## src/rtl/vxe_mem_hub_cu_ds_if.sv

```systemverilog
// Response-path bundle between the two master response FIFOs, the hub merge stage and the CU response FIFO.
// The slave modport is the merge stage; the master modport is its environment.
interface vxe_mem_hub_cu_ds_if;
    logic        i_m0_rss_vld;
    logic [69:0] i_m0_rss;
    logic        o_m0_rss_rd;
    logic        i_m1_rss_vld;
    logic [69:0] i_m1_rss;
    logic        o_m1_rss_rd;
    logic        i_rss_rdy;
    logic [69:0] o_rss;
    logic        o_rss_wr;

    modport slave (
        input  i_m0_rss_vld, i_m0_rss, i_m1_rss_vld, i_m1_rss, i_rss_rdy,
        output o_m0_rss_rd, o_m1_rss_rd, o_rss, o_rss_wr
    );

    modport master (
        output i_m0_rss_vld, i_m0_rss, i_m1_rss_vld, i_m1_rss, i_rss_rdy,
        input  o_m0_rss_rd, o_m1_rss_rd, o_rss, o_rss_wr
    );
endinterface

```

## src/rtl/vxe_mem_hub_cu_ds.sv

```systemverilog
// Merges Master 0/1 read responses into one CU response FIFO via round-robin and a 2-entry buffer.
// Latency 1 cycle (pop in N, presented in N+1); CU stall fills the buffer, then master pops stop.
module vxe_mem_hub_cu_ds (
    input  logic                   clk,
    input  logic                   nrst,
    vxe_mem_hub_cu_ds_if.slave     rss_if
);

    logic [1:0]  cnt_q, cnt_d;
    logic        wr_ptr_q, wr_ptr_d;
    logic        rd_ptr_q, rd_ptr_d;
    logic        last_grant_q, last_grant_d;
    logic [69:0] mem_q [2];
    logic [69:0] mem_d [2];

    logic        accept;
    logic        grant_m1;
    logic        push;
    logic        pop;
    logic [69:0] push_dat;

    always_comb begin
        accept   = (cnt_q != 2'd2);
        // Both valid: favour the master that did not win last time.
        grant_m1 = rss_if.i_m1_rss_vld && (!rss_if.i_m0_rss_vld || !last_grant_q);
        // nrst gating keeps the pop strobes low for the whole reset pulse, not just after an edge.
        push     = nrst && accept && (rss_if.i_m0_rss_vld || rss_if.i_m1_rss_vld);
        pop      = (cnt_q != 2'd0) && rss_if.i_rss_rdy;
        push_dat = grant_m1 ? rss_if.i_m1_rss : rss_if.i_m0_rss;

        cnt_d        = cnt_q;
        wr_ptr_d     = wr_ptr_q;
        rd_ptr_d     = rd_ptr_q;
        last_grant_d = last_grant_q;
        mem_d[0]     = mem_q[0];
        mem_d[1]     = mem_q[1];

        if (push) begin
            mem_d[wr_ptr_q] = push_dat;
            wr_ptr_d        = ~wr_ptr_q;
            last_grant_d    = grant_m1;
        end
        if (pop) begin
            rd_ptr_d = ~rd_ptr_q;
        end
        case ({push, pop})
            2'b10:   cnt_d = cnt_q + 2'd1;
            2'b01:   cnt_d = cnt_q - 2'd1;
            default: cnt_d = cnt_q;
        endcase
    end

    always_ff @(posedge clk or negedge nrst) begin
        if (!nrst) begin
            cnt_q        <= 2'd0;
            wr_ptr_q     <= 1'b0;
            rd_ptr_q     <= 1'b0;
            last_grant_q <= 1'b1;
            mem_q[0]     <= '0;
            mem_q[1]     <= '0;
        end else begin
            cnt_q        <= cnt_d;
            wr_ptr_q     <= wr_ptr_d;
            rd_ptr_q     <= rd_ptr_d;
            last_grant_q <= last_grant_d;
            mem_q[0]     <= mem_d[0];
            mem_q[1]     <= mem_d[1];
        end
    end

    assign rss_if.o_m0_rss_rd = push && !grant_m1;
    assign rss_if.o_m1_rss_rd = push && grant_m1;
    assign rss_if.o_rss       = mem_q[rd_ptr_q];
    assign rss_if.o_rss_wr    = pop;

endmodule

```

## src/flat_wrapper.sv

```systemverilog
// flat-port wrapper written by rule: the top's interface ports become plain ports
module vxe_mem_hub_cu_ds_flat 
  (clk, nrst, rss_if_i_m0_rss_vld, rss_if_i_m0_rss, rss_if_i_m1_rss_vld, rss_if_i_m1_rss, rss_if_i_rss_rdy, rss_if_o_m0_rss_rd, rss_if_o_m1_rss_rd, rss_if_o_rss, rss_if_o_rss_wr);
  vxe_mem_hub_cu_ds_if rss_if_i ();
  input  logic clk;
  input  logic nrst;
  input wire logic [$bits(rss_if_i.i_m0_rss_vld)-1:0] rss_if_i_m0_rss_vld;
  input wire logic [$bits(rss_if_i.i_m0_rss)-1:0] rss_if_i_m0_rss;
  input wire logic [$bits(rss_if_i.i_m1_rss_vld)-1:0] rss_if_i_m1_rss_vld;
  input wire logic [$bits(rss_if_i.i_m1_rss)-1:0] rss_if_i_m1_rss;
  input wire logic [$bits(rss_if_i.i_rss_rdy)-1:0] rss_if_i_rss_rdy;
  output wire logic [$bits(rss_if_i.o_m0_rss_rd)-1:0] rss_if_o_m0_rss_rd;
  output wire logic [$bits(rss_if_i.o_m1_rss_rd)-1:0] rss_if_o_m1_rss_rd;
  output wire logic [$bits(rss_if_i.o_rss)-1:0] rss_if_o_rss;
  output wire logic [$bits(rss_if_i.o_rss_wr)-1:0] rss_if_o_rss_wr;
  assign rss_if_i.i_m0_rss_vld = rss_if_i_m0_rss_vld;
  assign rss_if_i.i_m0_rss = rss_if_i_m0_rss;
  assign rss_if_i.i_m1_rss_vld = rss_if_i_m1_rss_vld;
  assign rss_if_i.i_m1_rss = rss_if_i_m1_rss;
  assign rss_if_i.i_rss_rdy = rss_if_i_rss_rdy;
  assign rss_if_o_m0_rss_rd = rss_if_i.o_m0_rss_rd;
  assign rss_if_o_m1_rss_rd = rss_if_i.o_m1_rss_rd;
  assign rss_if_o_rss = rss_if_i.o_rss;
  assign rss_if_o_rss_wr = rss_if_i.o_rss_wr;
  vxe_mem_hub_cu_ds u_core (.clk(clk), .nrst(nrst), .rss_if(rss_if_i));
endmodule
```

## config.mk

```make
export PLATFORM = sky130hd
export DESIGN_NAME = vxe_mem_hub_cu_ds_flat
export DESIGN_NICKNAME = d
export VERILOG_FILES = /design/src/rtl/vxe_mem_hub_cu_ds_if.sv /design/src/rtl/vxe_mem_hub_cu_ds.sv /design/src/flat_wrapper.sv
export SDC_FILE = /design/constraint.sdc
export NUM_CORES = 1
export LEC_CHECK = 0
export BUFFER_PORTS_ARGS = -buffer_cell sky130_fd_sc_hd__buf_2
export CAP_MARGIN = 20
export CORE_MARGIN = 2
export CORE_UTILIZATION = 30
export DETAILED_ROUTE_END_ITERATION = 12
export PLACE_DENSITY_LB_ADDON = 0.3
export SLEW_MARGIN = 20
export SYNTH_ARGS = -nofsm -noshare
export SYNTH_HDL_FRONTEND = slang
export SYNTH_SLANG_ARGS = --single-unit
```

## constraint.sdc

```tcl
create_clock -name clk -period 2.3 [get_ports clk]
set_input_delay 0.345 -clock clk [delete_from_list [all_inputs] [get_ports clk]]
set_output_delay 0.345 -clock clk [all_outputs]
set_load 0.005 [all_outputs]
```

==> results.md, run 1 <==
* Overflow after GRT at 0
* DRT Wirelength at 15.4 mm
* Ys Warns at 0
* Mapped Nets at 621
* Sequential fraction of the synthesis area at 0.506
* HP Class: input port to async pin
* Failing checks: negative hold slack
* GRT Total Usage at 0.124
* Fin crit share at 0.935
* Synthesized area at 0.00718 sq mm
* Crit start category: flop
* Slowest CP cell: or3_1
* # setup viols final at 0
* CTS clk-pin slew, worst paths at 0.06 ns
* DIE AREA at 0.0252 sq mm
* Leakage at 4.14 nW
* Core Area at ~0.023 sq mm
* Final hold violation count at 33
* Final-stage net count at around 840
* Post-CTS Hold Buffers at 0
* Crit path cell chain: nor2b_2, or3_1, nor2_2, buf_2
* Diode count at 0
* Vias in the first global route at 4635
* Post-DRT Antenna Nets at 0
* Sum Neg Setup Slack at 0 ns
* Crit Path Max Fanout at 4
* Initial core utilization at 0.306
* Max Freq at 0.465 GHz
* Reg2Reg Depth at 4
* Critical Path Max Stage Delay at 0.44 ns
* Syn Area/Cell at 15.1 sq um
* First DRT Iteration DRCs at 154
* Worst vdd ir at 0.506 mV
* RR Startpoint: u_core.cnt_q[1]$_DFFE_PN0P_
* Rows at 56
* Unrepaired setup endpoints after global routing: no
* Root buf cell: clkbuf_16
* Synthesized flop and latch total at 145
* Largest area contributor in the netlist: dfrtp_1
* Reg2Reg Capture Point: u_core.mem_q[47]$_DFFE_PN0P_
* Initial antenna violation count at 0
* Later-pin clock latency in the skew report at 0.41 ns
* Hold slack at -0.0280 ns
* Status: complete, but fails checks
* Critical path endpoint category: output pin
* Bufs and invs on worst path at 1
* CTS tree: built
* Seq. cell area at 0.00363 sq mm
* Slew Limit Fails at 0
* Die X at around 160 um
* Vias per std cell at 4.43
* Ranking of synthesized cells by area: dfrtp_1 (50%), mux2_2 (42%), mux2_4 (2.1%)
* Cells after synthesis at between 400 and 500
* Number of buffers created by CTS at 17
* Via count at 4545
* Final HPWL DP at 10.8 mm
* Actual slew at the worst max-slew pin at 0.739 ns
* Multi-input gate area at approximately 0.0034 sq mm
* WL/cell at 15.0 um
* Critical Path RT at a little under 2 ns
* WP data arrival at 1.81 ns
* Critical path class: flop to output pin
* Minimum clock period at 2.15 ns
* Layout area overhead at 29.8%
* CTS Buffer Depth at 2
* Share of layout cells above drive strength 1 at 0.768
* Post-detailed-route DRC marker count at 0
* # H-tree levels at 4
* Top-area cell type share of the netlist area at 0.502
* IO buf count at 217
* # IOs at 218
* Die Height at between 150 and 200 um
* Clk_skew at 0.00639 ns
* Clk sink count at 145
* CP top delay family: simple AND/OR/NAND/NOR gates
* Largest net degree at the start of global routing at 92
* 1st-pass router iterations at 2
* Fill cells at between 2k and 2.5k
* First-pass GRT wire length at 24.2 mm
* Slack of the worst reg-to-reg path at 0.48 ns
* Max transition margin at 0.508
* PwrDens at 1370 mW/mm^2
* Gp weighted congestion at approximately 0.65
* Max-Cap Viols at 0
* Synth cell types at 23
==> Yosys cell counts <==
cell type  count
a21boi_0       1
a31oi_1        1
a41oi_1        1
and3_1         1
buf_2         15
buf_6          7
clkbuf_1       8
dfrtp_1      144
dfstp_2        1
ha_1           1
inv_1          1
mux2_1         5
mux2_2       265
mux2_4        10
nand2b_1       1
nor2_1         3
nor2b_2        1
nor4_4         1
nor4b_4        1
o21a_1         1
or3_1          1
xnor2_1        3
xor2_1         2
==> metal layers <==
layer / vias up / global-route usage / part of all wire
li1: 2162 / - / -
met3: 8 / 0.0332 / 0.059
met5: - / 0 / 0
met1: 2240 / 0.166 / 0.48
met4: 0 / 0.0335 / 0.0092
met2: 135 / 0.199 / 0.45
==> sequential cells by signal, summed over array words and instances (netlist names) <==
name	count
u_core.cnt_q	2
u_core.last_grant_q	1
u_core.mem_q	140
u_core.rd_ptr_q	1
u_core.wr_ptr_q	1
==> stage by stage <==
stage / cell area, sq um / power (mW) / instances / util / worst slack, ns
5_1_grt: 9310 / 13.6 / 1025 / 0.397 / 0.0453
6_report: 9310 / 12.7 / 1025 / 0.397 / 0.149
3_5_place_dp: 8700 / 10.0 / 993 / 0.371 / 0.471
2_1_floorplan: 7180 / 8.01 / 475 / - / 0.540
3_3_place_gp: 8700 / 9.92 / 993 / 0.371 / 0.404
4_1_cts: 9310 / 12.9 / 1025 / 0.397 / 0.0204
==> kinds of logic after synthesis <==
kind of cell,synth area share
compound gates,0.00418
buf+inv,0.0261
simple gates,0.0117
fa+ha+maj,0.00174
mux,0.444
flops,0.506
xor+xnor,0.00610
==> how the worst max path moves through the flow <==
stage | start | depth (start not counted) | endpoint
floorplan | u_core.cnt_q[1]$_DFFE_PN0P_ | 4 | u_core.mem_q[29]$_DFFE_PN0P_
global placement | u_core.cnt_q[1]$_DFFE_PN0P_ | 4 | rss_if_o_m0_rss_rd
detailed placement | u_core.cnt_q[1]$_DFFE_PN0P_ | 4 | u_core.mem_q[42]$_DFFE_PN0P_
CTS | u_core.cnt_q[1]$_DFFE_PN0P_ | 4 | rss_if_o_m0_rss_rd
global route | u_core.cnt_q[1]$_DFFE_PN0P_ | 4 | rss_if_o_m0_rss_rd
finish | u_core.cnt_q[1]$_DFFE_PN0P_ | 4 | rss_if_o_m0_rss_rd
==> cell type report <==
| cell class | instances | area share |
|---|---|---|
| clock inverters | 14 | 0.0192 |
| repair buffers | 229 | 0.139 |
| well taps | 319 | 0.0429 |
| clock buffers | 18 | 0.0461 |
| multi-input cells | 299 | 0.362 |
| flip-flops and latches | 145 | 0.390 |
| inverters | 1 | 0.000403 |
==> report_power, final <==
part           internal [mW]  switching [mW]  total [mW]
Clock                   1.73            1.14        2.87
Combinational           3.30            1.96        5.26
Sequential              3.89           0.704        4.59
==> cells in the final DEF, fill, tap and decap left out, types with 2 or more instances in the layout <==
master / netlist / routed
clkinv_4: 0 / 2
dfrtp_1: 144 / 143
buf_2: 15 / 216
mux2_1: 5 / 5
clkbuf_16: 0 / 17
mux2_4: 10 / 10
nor2_1: 3 / 2
clkinv_2: 0 / 2
buf_4: 0 / 3
xor2_1: 2 / 2
clkinvlp_4: 0 / 2
bufinv_16: 0 / 3
inv_6: 0 / 4
mux2_2: 265 / 265
buf_12: 0 / 9
xnor2_1: 3 / 3
==> repair_timing <==
action                                  CTS  global route
endpoints found under the setup margin    0             1
resized for setup                         0             1
setup buffers                             0             0
Power figures use the tool's default switching activity.
==> inputs of run 2 (changes only) <==
Settings changed: ABC_CLOCK_PERIOD_IN_PS set to 2300, CORE_UTILIZATION 30 to 50.
==> results.md, run 2 (synthesis results as in run 1) <==
* Critical Path Max Stage Delay at ~0.67 ns
* Leakage at 4.12 nW
* RR Startpoint: u_core.cnt_q[1]$_DFFE_PN0P_
* # setup viols final at 0
* Largest net degree at the start of global routing at 79
* Finished layout cell area at 0.00907 sq mm
* Reg2Reg Capture Point: u_core.mem_q[111]$_DFFE_PN0P_
* Post-detailed-route DRC marker count at 0
* Die Height at 124 um
* Fin util at 0.651
* Overflow after GRT at 0
* Critical path class: flop to output pin
* Fin crit share at 0.965
* Fin cells at 883
* Unrepaired setup endpoints after global routing: no
* Via count at between 4k and 5k
* Crit path cell chain: buf_12, mux2_2, buf_2
* Sum Neg Setup Slack at 0 ns
* Multi-input gate area at ~0.0034 sq mm
* Initial core utilization at 0.515
* Clk sink count at 145
* Max Freq at 0.451 GHz
* Die X at 124 um
* Seq. cell area at 0.00363 sq mm
* Rows at 43
* Number of buffers created by CTS at 17
* Post-CTS Hold Buffers at 0
* Largest register by flop count: u_core.mem_q
* DIE AREA at 0.0153 sq mm
* CP top delay family: flip-flops
* Slowest CP cell: dfrtp_4
* # IOs at 218
* Worst vdd ir at 0.702 mV
* Status: finished clean
* Max-Cap Viols at 0
* CTS Buffer Depth at 2
* First-pass GRT wire length at 23.4 mm
* Critical path endpoint category: output pin
* First DRT Iteration DRCs at roughly 190
* Vias per std cell at about 5.3
* DRT Wirelength at 15.2 mm
* Cells after DPL at about 850
* WP data arrival at 1.87 ns
* Critical Path RT at 1.96 ns
* Initial antenna violation count at 0
* Biggest regs: u_core.mem_q (140), u_core.cnt_q (2)
* CTS clk-pin slew, worst paths at 0.05 ns
* PwrDens at 1400 mW/mm^2
* Placed Instance Area at approximately 0.0085 sq mm
* Final-stage net count at around 840
* Actual slew at the worst max-slew pin at 1.01 ns
* Postcts setup bufs at 0
* Crit Path Max Fanout at 31
* Share of layout cells above drive strength 1 at 0.760
* Crit start category: flop
* Fill cells at 1027
* Vias in the first global route at 4830
* # resized after CTS at 0
* Most frequent cells in the layout: mux2_2 (265), buf_2 (216), dfrtp_1 (143), clkbuf_16 (17), mux2_4 (10)
* # H-tree levels at 4
* Slack of the worst reg-to-reg path at 0.45 ns
* Most common cell after layout, fill and taps aside: mux2_2
* Layout area overhead at 26.4%
* Max transition margin at 0.329
* CP startpoint: u_core.rd_ptr_q$_DFFE_PN0P_
* HP Class: input port to async pin
* IO buf count at 217
* Minimum clock period at around 2.2 ns
* Gp weighted congestion at 0.736
* Reg2Reg Depth at 4
* Core Area at 0.0139 sq mm
* Clk_skew at about 0.0096 ns
* Final hold violation count at 0
* Later-pin clock latency in the skew report at 0.42 ns
* Bufs and invs on worst path at 2
* 1st-pass router iterations at 5
* Final HPWL DP at 10.2 mm
* Diode count at 0
* GRT Total Usage at 0.201
* WL/cell at about 17 um
* Post-DRT Antenna Nets at 0
* CTS tree: built
* Root buf cell: clkbuf_16
* Slew Limit Fails at 0
* Max FFs per register at 140
* Design Power at between 10 and 15 mW
-- run 2: cell types whose count changed in the layout (fill, tap and decap cells not counted), sizes merged --
cell	before	now
buf	229	226
clkbuf	18	27
clkinv	4	2
clkinvlp	2	0
inv	6	1
-- run 2: where the power goes --
| group | leakage (nW) | switching, mW | internal [mW] |
|---|---|---|---|
| combinational | 2.11 | 1.97 | 3.24 |
| clock | 0.302 | 0.977 | 1.85 |
| sequential | 1.71 | 0.753 | 3.89 |
-- run 2: worst max-delay path by stage --
| stage | end | slack, ns | cells past startpoint |
|---|---|---|---|
| after floorplan | u_core.mem_q[29]$_DFFE_PN0P_ | 0.54 | 4 |
| after global placement | rss_if_o_rss[23] | 0.49 | 3 |
| after detailed placement | u_core.mem_q[45]$_DFFE_PN0P_ | 0.43 | 5 |
| after CTS | rss_if_o_rss[21] | 0.04 | 3 |
| after global routing | rss_if_o_rss[21] | 0.005 | 3 |
| final | rss_if_o_rss[21] | 0.08 | 3 |
-- run 2: per-layer routing --
layer / GRT usage / routed length (um)
met5: 0 / 0
met3: 0.0549 / 933
met1: 0.248 / 6310
met4: 0.0795 / 277
met2: 0.336 / 7660
-- run 2: stage by stage --
stage / hold WS (ns) / worst slack (ns)
after global routing: 0.214 / 0.00501
after detailed placement: 0.477 / 0.425
after floorplan: 0.0494 / 0.540
after CTS: 0.174 / 0.0395
after global placement: 0.461 / 0.491
final: 0.136 / 0.0811
-- run 2: layout make-up --
class	count	area share
Multi-Input combinational cell	299	0.372
Tap cell	180	0.0248
Clock buffer	27	0.0566
Inverter	1	0.000414
Clock inverter	5	0.0110
Timing Repair Buffer	226	0.135
Sequential cell	145	0.401
-- run 2: worst register-to-register path: stages, from the launching register on --
cell     delay [ns]
dfrtp_1        0.42
nor2b_2        0.21
nor4_4         0.28
buf_12         0.40
mux2_2         0.43
==> inputs of run 3 (changes only) <==
Settings changed: CORE_UTILIZATION 50 to 40.
==> results.md, run 3 (synthesis results as in run 1) <==
* Status: finished clean
* Post-detailed-route DRC marker count at 0
* # setup viols final at 0
* Sw Ratio at 0.300
* Gp weighted congestion at ~0.73
* DIE AREA at 0.0190 sq mm
* IO buf count at 217
* Most frequent cells in the layout: mux2_2 (265), buf_2 (216), dfrtp_1 (143), clkbuf_16 (17), mux2_4 (10)
* Vias per std cell at 5.00
* First-pass GRT wire length at 24.4 mm
* CTS clk-pin slew, worst paths at 0.06 ns
* Hold slack at 0.0291 ns
* Core Area at 0.0174 sq mm
* 1st-pass router iterations at 4
* Post-DRT Antenna Nets at 0
* Most common cell after layout, fill and taps aside: mux2_2
* Minimum clock period at approximately 2.1 ns
* Max FFs per register at 140
* WP data arrival at 1.76 ns
* Number of buffers created by CTS at 17
* Actual slew at the worst max-slew pin at 0.831 ns
* Critical path class: flop to output pin
* Final hold violation count at 0
* Crit Path Max Fanout at 37
* PwrDens at roughly 1400 mW/mm^2
* Cell Int Power at between 8 and 9 mW
* Slew Limit Fails at 0
* WL/cell at approximately 17 um
* HP Class: input port to async pin
* Overflow after GRT at 0
* Initial antenna violation count at 1
* # resized after CTS at 0
* Clk_skew at around 0.0053 ns
* Initial core utilization at 0.412
* Critical Path RT at 1.96 ns
* Worst vdd ir at between 0.6 and 0.7 mV
* GRT Total Usage at 0.167
* Critical Path Max Stage Delay at between 0.5 and 0.6 ns
* Sum Neg Setup Slack at 0 ns
* CTS Buffer Depth at 2
* Biggest regs: u_core.mem_q (140), u_core.cnt_q (2)
* Later-pin clock latency in the skew report at ~0.41 ns
* CTS tree: built
* Crit start category: flop
* Pre-CTS setup slack at about 0.44 ns
* Fin crit share at 0.914
* Share of layout cells above drive strength 1 at 0.765
* Root buf cell: clkbuf_16
* Clock group share of total power at 0.207
* Design Power at 12.5 mW
* P_sw at 3.74 mW
* Postcts setup bufs at 0
* Clk sink count at 145
* Sequential power share at 0.368
* First DRT Iteration DRCs at about 140
* Max transition margin at 0.446
* Post-CTS Hold Buffers at 0
* Critical path endpoint category: output pin
* Final WS setup at 0.198 ns
* DRT Wirelength at 15.5 mm
* Rows at 48
* Via count at between 4k and 5k
* Combinational share of power at 0.425
* # IOs at 218
* Largest net degree at the start of global routing at approximately 150
* Die X at 138 um
* Largest register by flop count: u_core.mem_q
* Max Freq at ~0.48 GHz
* Slack of the worst reg-to-reg path at between 0.4 and 0.5 ns
* Final HPWL DP at 10.7 mm
* Final-stage net count at 836
* Slowest CP cell: dfrtp_4
* Vias in the first global route at 4908
* Crit path cell chain: buf_12, mux2_2, buf_2
* Layout area overhead at 27.1%
* Fin util at 0.524
* # H-tree levels at 4
* Leakage at slightly above 4 nW
* Die Height at 138 um
* Max-Cap Viols at 0
* Unrepaired setup endpoints after global routing: no
[run 3: worst max-delay path: cells and delay by family (launching register included)]
family / cells / cell delay (ns)
DFF: 1 / 0.54
muxes: 1 / 0.38
buffers and inverters: 2 / 0.39
[run 3: path summary, 6_finish.rpt]
path | from | endpoint | cells after the start
max reg2reg | u_core.cnt_q[1]$_DFFE_PN0P_ | u_core.mem_q[59]$_DFFE_PN0P_ | 4
min reg2reg | u_core.mem_q[139]$_DFFE_PN0P_ | u_core.mem_q[139]$_DFFE_PN0P_ | 1
min in group clk | rss_if_i_m0_rss_vld | u_core.last_grant_q$_DFFE_PN1N_ | 2
max | u_core.rd_ptr_q$_DFFE_PN0P_ | rss_if_o_rss[38] | 3
max in group asynchronous | nrst | u_core.mem_q[3]$_DFFE_PN0P_ | 2
min | nrst | u_core.mem_q[31]$_DFFE_PN0P_ | 2
[run 3: cell type report]
type | count | area [sq um]
Sequential cell | 145 | 3630
Clock inverter | 10 | 86.3
Clock buffer | 21 | 470
Inverter | 1 | 3.75
Multi-Input combinational cell | 299 | 3370
Antenna cell | 1 | 2.50
Tap cell | 225 | 282
Fill cell | 1547 | 8290
Timing Repair Buffer | 226 | 1270
[run 3: per-layer routing]
layer,GRT usage,up-vias,part of all wire
met5,0,-,0
met4,0.0567,0,0.020
met3,0.0457,21,0.052
met2,0.286,135,0.50
met1,0.202,2331,0.43
li1,-,2150,-
[run 3: power groups by stage]
| stage | registers, mW | logic [mW] | clock network [mW] |
|---|---|---|---|
| final | 4.59 | 5.30 | 2.57 |
| after global routing | 4.77 | 5.77 | 2.77 |
| after CTS | 4.59 | 5.43 | 2.65 |
| after detailed placement | 4.63 | 5.39 | 0 |
| after global placement | 4.52 | 5.27 | 0 |
| after floorplan | 4.34 | 3.67 | 0 |
[run 3: per-stage QoR]
step,cells,area (sq um)
floorplan,475,7180
global placement,896,8560
detailed placement,896,8560
CTS,927,9120
global route,928,9120
finish,928,9120
